File: config.mk
export PLATFORM = sky130hd
export DESIGN_NAME = alu_issue_ctrl_flat
export DESIGN_NICKNAME = d
export VERILOG_FILES = /design/src/rtl/alu_pkg.sv /design/src/rtl/alu_issue_ctrl_if.sv /design/src/rtl/alu_regfile.sv /design/src/rtl/alu_issue_ctrl.sv /design/src/flat_wrapper.sv
export SDC_FILE = /design/constraint.sdc
export NUM_CORES = 1
export LEC_CHECK = 0
export ABC_AREA = 0
export CAP_MARGIN = 20
export CELL_PAD_IN_SITES_DETAIL_PLACEMENT = 0
export CELL_PAD_IN_SITES_GLOBAL_PLACEMENT = 2
export CORE_MARGIN = 2
export CORE_UTILIZATION = 30
export DETAILED_ROUTE_END_ITERATION = 16
export PLACE_DENSITY_LB_ADDON = 0.1
export SLEW_MARGIN = 10
export SYNTH_ARGS = -nofsm -noshare
export SYNTH_HDL_FRONTEND = slang
export SYNTH_HIERARCHICAL = 1
export SYNTH_SLANG_ARGS = --single-unit
File: constraint.sdc
create_clock -name clk -period 1.9 [get_ports clk]
set_input_delay 0.19 -clock clk [delete_from_list [all_inputs] [get_ports clk]]
set_output_delay 0.19 -clock clk [all_outputs]
set_load 0.02 [all_outputs]
File: src/rtl/alu_pkg.sv
// ============================================================================
// Module  : alu_pkg
// Brief   : Shared opcodes, FSM states and instruction fields for the ALU issue path
// Revision: 1.0
// ============================================================================
`default_nettype none

package alu_pkg;

    localparam int DATA_W = 8;
    localparam int OP_W   = 3;

    localparam logic [OP_W-1:0] OP_ADD   = 3'b000;
    localparam logic [OP_W-1:0] OP_SUB   = 3'b001;
    localparam logic [OP_W-1:0] OP_ROTL  = 3'b010;
    localparam logic [OP_W-1:0] OP_XOR   = 3'b011;
    localparam logic [OP_W-1:0] OP_OR    = 3'b100;
    localparam logic [OP_W-1:0] OP_AND   = 3'b101;
    localparam logic [OP_W-1:0] OP_MISC  = 3'b110;
    localparam logic [OP_W-1:0] OP_PASSA = 3'b111;

    typedef enum logic [1:0] {
        ST_IDLE = 2'd0,
        ST_EXEC = 2'd1,
        ST_WB   = 2'd2
    } state_t;

    // Register indices depend on NREGS and are held separately by the controller.
    typedef struct packed {
        logic [OP_W-1:0]   op;
        logic              useImm;
        logic [DATA_W-1:0] imm;
    } instr_t;

endpackage

`default_nettype wire

File: src/rtl/alu_issue_ctrl_if.sv
// ============================================================================
// Module  : alu_issue_ctrl_if
// Brief   : Instruction, ALU and result handshake bundle of the issue controller
// Revision: 1.0
// ============================================================================
`default_nettype none

interface alu_issue_ctrl_if #(
    parameter int RIDX_W = 2
);
    import alu_pkg::*;

    logic                in_valid;
    logic                in_ready;
    logic [OP_W-1:0]     in_op;
    logic [RIDX_W-1:0]   in_rd;
    logic [RIDX_W-1:0]   in_rs1;
    logic [RIDX_W-1:0]   in_rs2;
    logic                in_use_imm;
    logic [DATA_W-1:0]   in_imm;
    logic [DATA_W-1:0]   alu_a;
    logic [DATA_W-1:0]   alu_b;
    logic [OP_W-1:0]     alu_op;
    logic [DATA_W-1:0]   alu_out;
    logic                res_valid;
    logic                res_ready;
    logic [DATA_W-1:0]   res_data;
    logic [RIDX_W-1:0]   res_rd;

    // The master side is the parent: it produces instructions, hosts the ALU and sinks results.
    modport master (
        output in_valid, in_op, in_rd, in_rs1, in_rs2, in_use_imm, in_imm,
        output alu_out, res_ready,
        input  in_ready, alu_a, alu_b, alu_op, res_valid, res_data, res_rd
    );

    modport slave (
        input  in_valid, in_op, in_rd, in_rs1, in_rs2, in_use_imm, in_imm,
        input  alu_out, res_ready,
        output in_ready, alu_a, alu_b, alu_op, res_valid, res_data, res_rd
    );

endinterface

`default_nettype wire

File: src/rtl/alu_regfile.sv
// ============================================================================
// Module  : alu_regfile
// Brief   : NREGS x 8 register file, two asynchronous reads, one synchronous write
// Revision: 1.0
// ============================================================================
`default_nettype none

module alu_regfile
    import alu_pkg::*;
#(
    parameter int NREGS  = 4,
    parameter int RIDX_W = 2
) (
    input  logic              clk,
    input  logic              rst,
    input  logic              i_wrEn,
    input  logic [RIDX_W-1:0] i_wrAddr,
    input  logic [DATA_W-1:0] i_wrData,
    input  logic [RIDX_W-1:0] i_rdAddrA,
    output logic [DATA_W-1:0] o_rdDataA,
    input  logic [RIDX_W-1:0] i_rdAddrB,
    output logic [DATA_W-1:0] o_rdDataB
);

    logic [DATA_W-1:0] r_mem [NREGS];

    // Reset wins over a coincident write so an aborted instruction never commits.
    always_ff @(posedge clk) begin
        if (rst) begin
            for (int i = 0; i < NREGS; i++) begin
                r_mem[i] <= '0;
            end
        end else if (i_wrEn) begin
            r_mem[i_wrAddr] <= i_wrData;
        end
    end

    assign o_rdDataA = r_mem[i_rdAddrA];
    assign o_rdDataB = r_mem[i_rdAddrB];

endmodule

`default_nettype wire

File: src/rtl/alu_issue_ctrl.sv
// ============================================================================
// Module  : alu_issue_ctrl
// Brief   : Issue/writeback sequencer around a combinational 8-bit ALU
// Revision: 1.0
// ============================================================================
`default_nettype none

module alu_issue_ctrl
    import alu_pkg::*;
#(
    parameter int NREGS  = 4,
    parameter int RIDX_W = 2
) (
    input  logic            clk,
    input  logic            rst,
    alu_issue_ctrl_if.slave bus
);

    state_t            r_state;
    instr_t            r_instr;
    logic [RIDX_W-1:0] r_rd;
    logic [RIDX_W-1:0] r_rs1;
    logic [RIDX_W-1:0] r_rs2;
    logic              r_inReady;
    logic              r_resValid;
    logic [DATA_W-1:0] r_resData;
    logic [RIDX_W-1:0] r_resRd;

    logic              w_exec;
    logic              w_wrEn;
    logic [DATA_W-1:0] w_rdA;
    logic [DATA_W-1:0] w_rdB;
    logic [DATA_W-1:0] w_opB;

    assign w_exec = (r_state == ST_EXEC);
    assign w_wrEn = w_exec;
    assign w_opB  = r_instr.useImm ? r_instr.imm : w_rdB;

    alu_regfile #(
        .NREGS  (NREGS),
        .RIDX_W (RIDX_W)
    ) u_regfile (
        .clk       (clk),
        .rst       (rst),
        .i_wrEn    (w_wrEn),
        .i_wrAddr  (r_rd),
        .i_wrData  (bus.alu_out),
        .i_rdAddrA (r_rs1),
        .o_rdDataA (w_rdA),
        .i_rdAddrB (r_rs2),
        .o_rdDataB (w_rdB)
    );

    always_ff @(posedge clk) begin
        if (rst) begin
            r_state    <= ST_IDLE;
            r_instr    <= '0;
            r_rd       <= '0;
            r_rs1      <= '0;
            r_rs2      <= '0;
            r_inReady  <= 1'b1;
            r_resValid <= 1'b0;
            r_resData  <= '0;
            r_resRd    <= '0;
        end else begin
            case (r_state)
                ST_IDLE: begin
                    if (bus.in_valid && r_inReady) begin
                        r_instr.op     <= bus.in_op;
                        r_instr.useImm <= bus.in_use_imm;
                        r_instr.imm    <= bus.in_imm;
                        r_rd           <= bus.in_rd;
                        r_rs1          <= bus.in_rs1;
                        r_rs2          <= bus.in_rs2;
                        r_inReady      <= 1'b0;
                        r_state        <= ST_EXEC;
                    end
                end
                ST_EXEC: begin
                    r_resData  <= bus.alu_out;
                    r_resRd    <= r_rd;
                    r_resValid <= 1'b1;
                    r_state    <= ST_WB;
                end
                ST_WB: begin
                    if (bus.res_ready) begin
                        r_resValid <= 1'b0;
                        r_inReady  <= 1'b1;
                        r_state    <= ST_IDLE;
                    end
                end
                default: begin
                    r_inReady  <= 1'b1;
                    r_resValid <= 1'b0;
                    r_state    <= ST_IDLE;
                end
            endcase
        end
    end

    // Operands are only presented during EXEC; the ALU sees zeros otherwise.
    assign bus.alu_a     = w_exec ? w_rdA : '0;
    assign bus.alu_b     = w_exec ? w_opB : '0;
    assign bus.alu_op    = w_exec ? r_instr.op : '0;
    assign bus.in_ready  = r_inReady;
    assign bus.res_valid = r_resValid;
    assign bus.res_data  = r_resData;
    assign bus.res_rd    = r_resRd;

endmodule

`default_nettype wire

File: src/flat_wrapper.sv
// flat-port wrapper written by rule: the top's interface ports become plain ports
module alu_issue_ctrl_flat import alu_pkg::*;
#(
    parameter int NREGS  = 4,
    parameter int RIDX_W = 2
)
  (clk, rst, bus_in_valid, bus_in_op, bus_in_rd, bus_in_rs1, bus_in_rs2, bus_in_use_imm, bus_in_imm, bus_alu_out, bus_res_ready, bus_in_ready, bus_alu_a, bus_alu_b, bus_alu_op, bus_res_valid, bus_res_data, bus_res_rd);
  alu_issue_ctrl_if #(.RIDX_W(RIDX_W)) bus_i ();
  input  logic clk;
  input  logic rst;
  input wire logic [$bits(bus_i.in_valid)-1:0] bus_in_valid;
  input wire logic [$bits(bus_i.in_op)-1:0] bus_in_op;
  input wire logic [$bits(bus_i.in_rd)-1:0] bus_in_rd;
  input wire logic [$bits(bus_i.in_rs1)-1:0] bus_in_rs1;
  input wire logic [$bits(bus_i.in_rs2)-1:0] bus_in_rs2;
  input wire logic [$bits(bus_i.in_use_imm)-1:0] bus_in_use_imm;
  input wire logic [$bits(bus_i.in_imm)-1:0] bus_in_imm;
  input wire logic [$bits(bus_i.alu_out)-1:0] bus_alu_out;
  input wire logic [$bits(bus_i.res_ready)-1:0] bus_res_ready;
  output wire logic [$bits(bus_i.in_ready)-1:0] bus_in_ready;
  output wire logic [$bits(bus_i.alu_a)-1:0] bus_alu_a;
  output wire logic [$bits(bus_i.alu_b)-1:0] bus_alu_b;
  output wire logic [$bits(bus_i.alu_op)-1:0] bus_alu_op;
  output wire logic [$bits(bus_i.res_valid)-1:0] bus_res_valid;
  output wire logic [$bits(bus_i.res_data)-1:0] bus_res_data;
  output wire logic [$bits(bus_i.res_rd)-1:0] bus_res_rd;
  assign bus_i.in_valid = bus_in_valid;
  assign bus_i.in_op = bus_in_op;
  assign bus_i.in_rd = bus_in_rd;
  assign bus_i.in_rs1 = bus_in_rs1;
  assign bus_i.in_rs2 = bus_in_rs2;
  assign bus_i.in_use_imm = bus_in_use_imm;
  assign bus_i.in_imm = bus_in_imm;
  assign bus_i.alu_out = bus_alu_out;
  assign bus_i.res_ready = bus_res_ready;
  assign bus_in_ready = bus_i.in_ready;
  assign bus_alu_a = bus_i.alu_a;
  assign bus_alu_b = bus_i.alu_b;
  assign bus_alu_op = bus_i.alu_op;
  assign bus_res_valid = bus_i.res_valid;
  assign bus_res_data = bus_i.res_data;
  assign bus_res_rd = bus_i.res_rd;
  alu_issue_ctrl #(.NREGS(NREGS), .RIDX_W(RIDX_W)) u_core (.clk(clk), .rst(rst), .bus(bus_i));
endmodule
==> run_results.csv <==
group,metric,value,unit
run_status,status,"finished clean",
yosys,postSynthCellCount,265,
clocking,path_clk_slew,0.08,ns
finish,mostFrequentLayoutCells,"nand2_1 (56), clkdlybuf4s50_1 (41), and2_1 (35)",
detailed_routing,drt_pass1_iterations,4,
timing,hold_viol,0,
timing,setup_viol,0,
finish,nets,366,
yosys,synth_area_leaders,"edfxtp_1 (32%), dfxtp_1 (21%), mux4_2 (12%)",
timing,period_minus_slack,1.86,ns
power,vdd_drop_max,0.496,mV
timing,rsz0062_at_grt,"true",
yosys,yosysTopAreaCell,"edfxtp_1",
detailed_routing,detail-route-antenna-nets,0,
yosys,ys_seq_area_share,53.3,%
placed_design,gp_congestion,0.770,
floorplan,die_h,104,µm
finish,design_area,3990,µm²
placed_design,dp_slack,-0.0271,ns
floorplan,die_x,104,µm
clocking,post-cts-setup-buffer-count,0,
detailed_routing,drt_iter0_markers,43,
global_routing,grt_overflow,0,
setup_path,cp_data_arrival_time,1.67,ns
yosys,synth-seq-cells,64,
clocking,clock_path_buffers,2,
placed_design,placedInstanceArea,3830,µm²
floorplan,core_area,9730,µm²
setup_path,path_class,"flop to primary output",
finish,fin_util,41.0,%
yosys,syn_nets,295,
detailed_routing,vias_per_cell,4.51,
global_routing,grt_max_degree,31,
clocking,cts-root-buf,"clkbuf_8",
floorplan,start_util,30.9,%
finish,mostFrequentLayoutCell,"nand2_1",
global_routing,grt_pass1_wl,12.0,mm
timing,drv_slew,0,
yosys,syn_area_per_cell,11.3,µm²
finish,final_cells,474,
detailed_routing,drc,0,
yosys,synth_area,3010,µm²
setup_path,slowest_stage,"mux4_2",
global_routing,antenna_found_initial,0,
detailed_routing,routed_wl,7.69,mm
timing,fin_hold_ws,0.392,ns
global_routing,grt_pass1_vias,2253,
timing,fin_ws,0.0355,ns
yosys,yosysWarnings,6,
power,pwr_density_cell,877,nW/µm²
yosys,netlist.area_leader.share,32.0,%
detailed_routing,wl_per_cell,16.2,µm
timing,skew,0.0104,ns
placed_design,placed_cells,458,
min_path,hold_depth,3,
setup_path,r2r.worst_path.cells,7,
detailed_routing,dr_total_vias,2139,
clocking,cts.sinks,64,
setup_path,cpPeakStageDelay,0.52,ns
floorplan,die_area,10800,µm²
clocking,worstSkewPairLatency,0.34,ns
finish,syn2layout_area_growth,32.7,%
setup_path,crit_required,1.71,ns
finish,drive_gt1_share,24.6,%
power,p_total,3.50,mW
finish,fillers,987,
timing,max_slew.worst_pin.slew,0.436,ns
placed_design,port_buffers,60,
finish,diodes,0,
clocking,htreeDepth,3,
timing,max_freq,0.536,GHz
timing,fin_tns_setup,0,ns
setup_path,end_kind,"primary output",
power,power.leakage,1.47,nW
clocking,cts_buffers,9,
setup_path,start_kind,"flop",
floorplan,num_rows,36,
setup_path,crit_chain,"buf_12, mux4_2, mux2i_1, nor2_1, buf_4",
setup_path,cp_max_fo,9,
placed_design,dp_hpwl,5.50,mm
clocking,cts_hold_buf,0,
flow_run,cap_viol_max_count,0,
clocking,tritoncts,"built",
min_path,min_path_type,"input port to flop",
global_routing,grtUsageTotal,14.7,%
yosys,synth_cell_type_count,27,
floorplan,ios,61,
timing,min_period_over_period,98.1,%
timing,maxSlewHeadroom,70.9,%
==> report_power, final <==
| part | switching [mW] | leakage, nW | internal, mW |
|---|---|---|---|
| registers | 0.0532 | 0.594 | 1.53 |
| clock network | 0.531 | 0.116 | 0.867 |
| logic | 0.252 | 0.761 | 0.261 |
==> layout make-up <==
cell class                      instances  area (µm²)  area share, %
Timing Repair Buffer                   77         686           17.2
Tap cell                              133         166           4.17
Sequential cell                        64        1610           40.3
Clock inverter                          6         108           2.70
Clock buffer                           10         128           3.20
Multi-Input combinational cell        182        1290           32.3
Inverter                                2        7.51          0.188
==> layer usage <==
layer | global-route usage [%] | part of all wire [%] | up-vias
li1 | - | - | 1062
met1 | 18.0 | 44 | 1022
met2 | 24.8 | 51 | 48
met3 | 4.45 | 4.4 | 7
met4 | 4.83 | 1.1 | 0
met5 | 0 | 0 | -
==> kinds of logic (layout without fill, tap and decap cells) <==
family / Yosys count / after routing / synth area share (%)
buffers and inverters: 19 / 95 / 3.87
multiplexers: 24 / 24 / 14.7
flip-flops: 64 / 64 / 53.3
AO/OA/AOI/OAI: 35 / 35 / 6.33
AND/OR/NAND/NOR: 123 / 123 / 21.9
==> state kept, by name (all words and copies together), names as in the netlist <==
| signal | flops |
|---|---|
| u_core/r_instr | 12 |
| u_core/u_regfile/r_mem | 32 |
| u_core/bus.res_valid | 1 |
| u_core/r_rs2 | 2 |
| u_core/r_rs1 | 2 |
| u_core/bus.res_rd | 2 |
| u_core/bus.res_data | 8 |
| u_core/bus.in_ready | 1 |
| u_core/r_state | 2 |
| u_core/r_rd | 2 |
==> timing repair <==
| action | 4_1_cts | 5_1_grt |
|---|---|---|
| gates resized for setup | 69 | 6 |
| setup endpoints to repair | 19 | 11 |
| hold endpoints to repair | 0 | 0 |
==> final timing paths <==
| path | startpoint | end | slack [ns] |
|---|---|---|---|
| worst max register to register | u_core/r_state[1] | u_core/u_regfile/r_mem[0][4] | 0.21 |
| worst min register to register | u_core/r_instr[9] | u_core/r_instr[9] | 0.46 |
| worst max-delay path | u_core/r_rs2[0] | bus_alu_b[5] | 0.04 |
| worst min-delay path | bus_in_op[2] | u_core/r_instr[11] | 0.39 |
==> worst max-delay path, delay by kind of cell (launching register included) <==
| family | cells | cell delay, ns |
|---|---|---|
| simple gates | 1 | 0.05 |
| buf+inv | 2 | 0.29 |
| flops | 1 | 0.34 |
| mux | 2 | 0.66 |
==> cells in the mapped netlist (all sizes together) <==
cell type / n
nor4b: 1
dfxtp: 32
and2: 43
a31o: 2
mux4: 16
inv: 2
o21bai: 2
buf: 10
a211oi: 1
nor2b: 1
mux2i: 8
clkbuf: 7
nand2: 56
nor2: 13
and4bb: 3
nand4bb: 1
edfxtp: 32
and2b: 1
nand2b: 3
a21oi: 30
nor3: 1
Power figures use the tool's default switching activity.
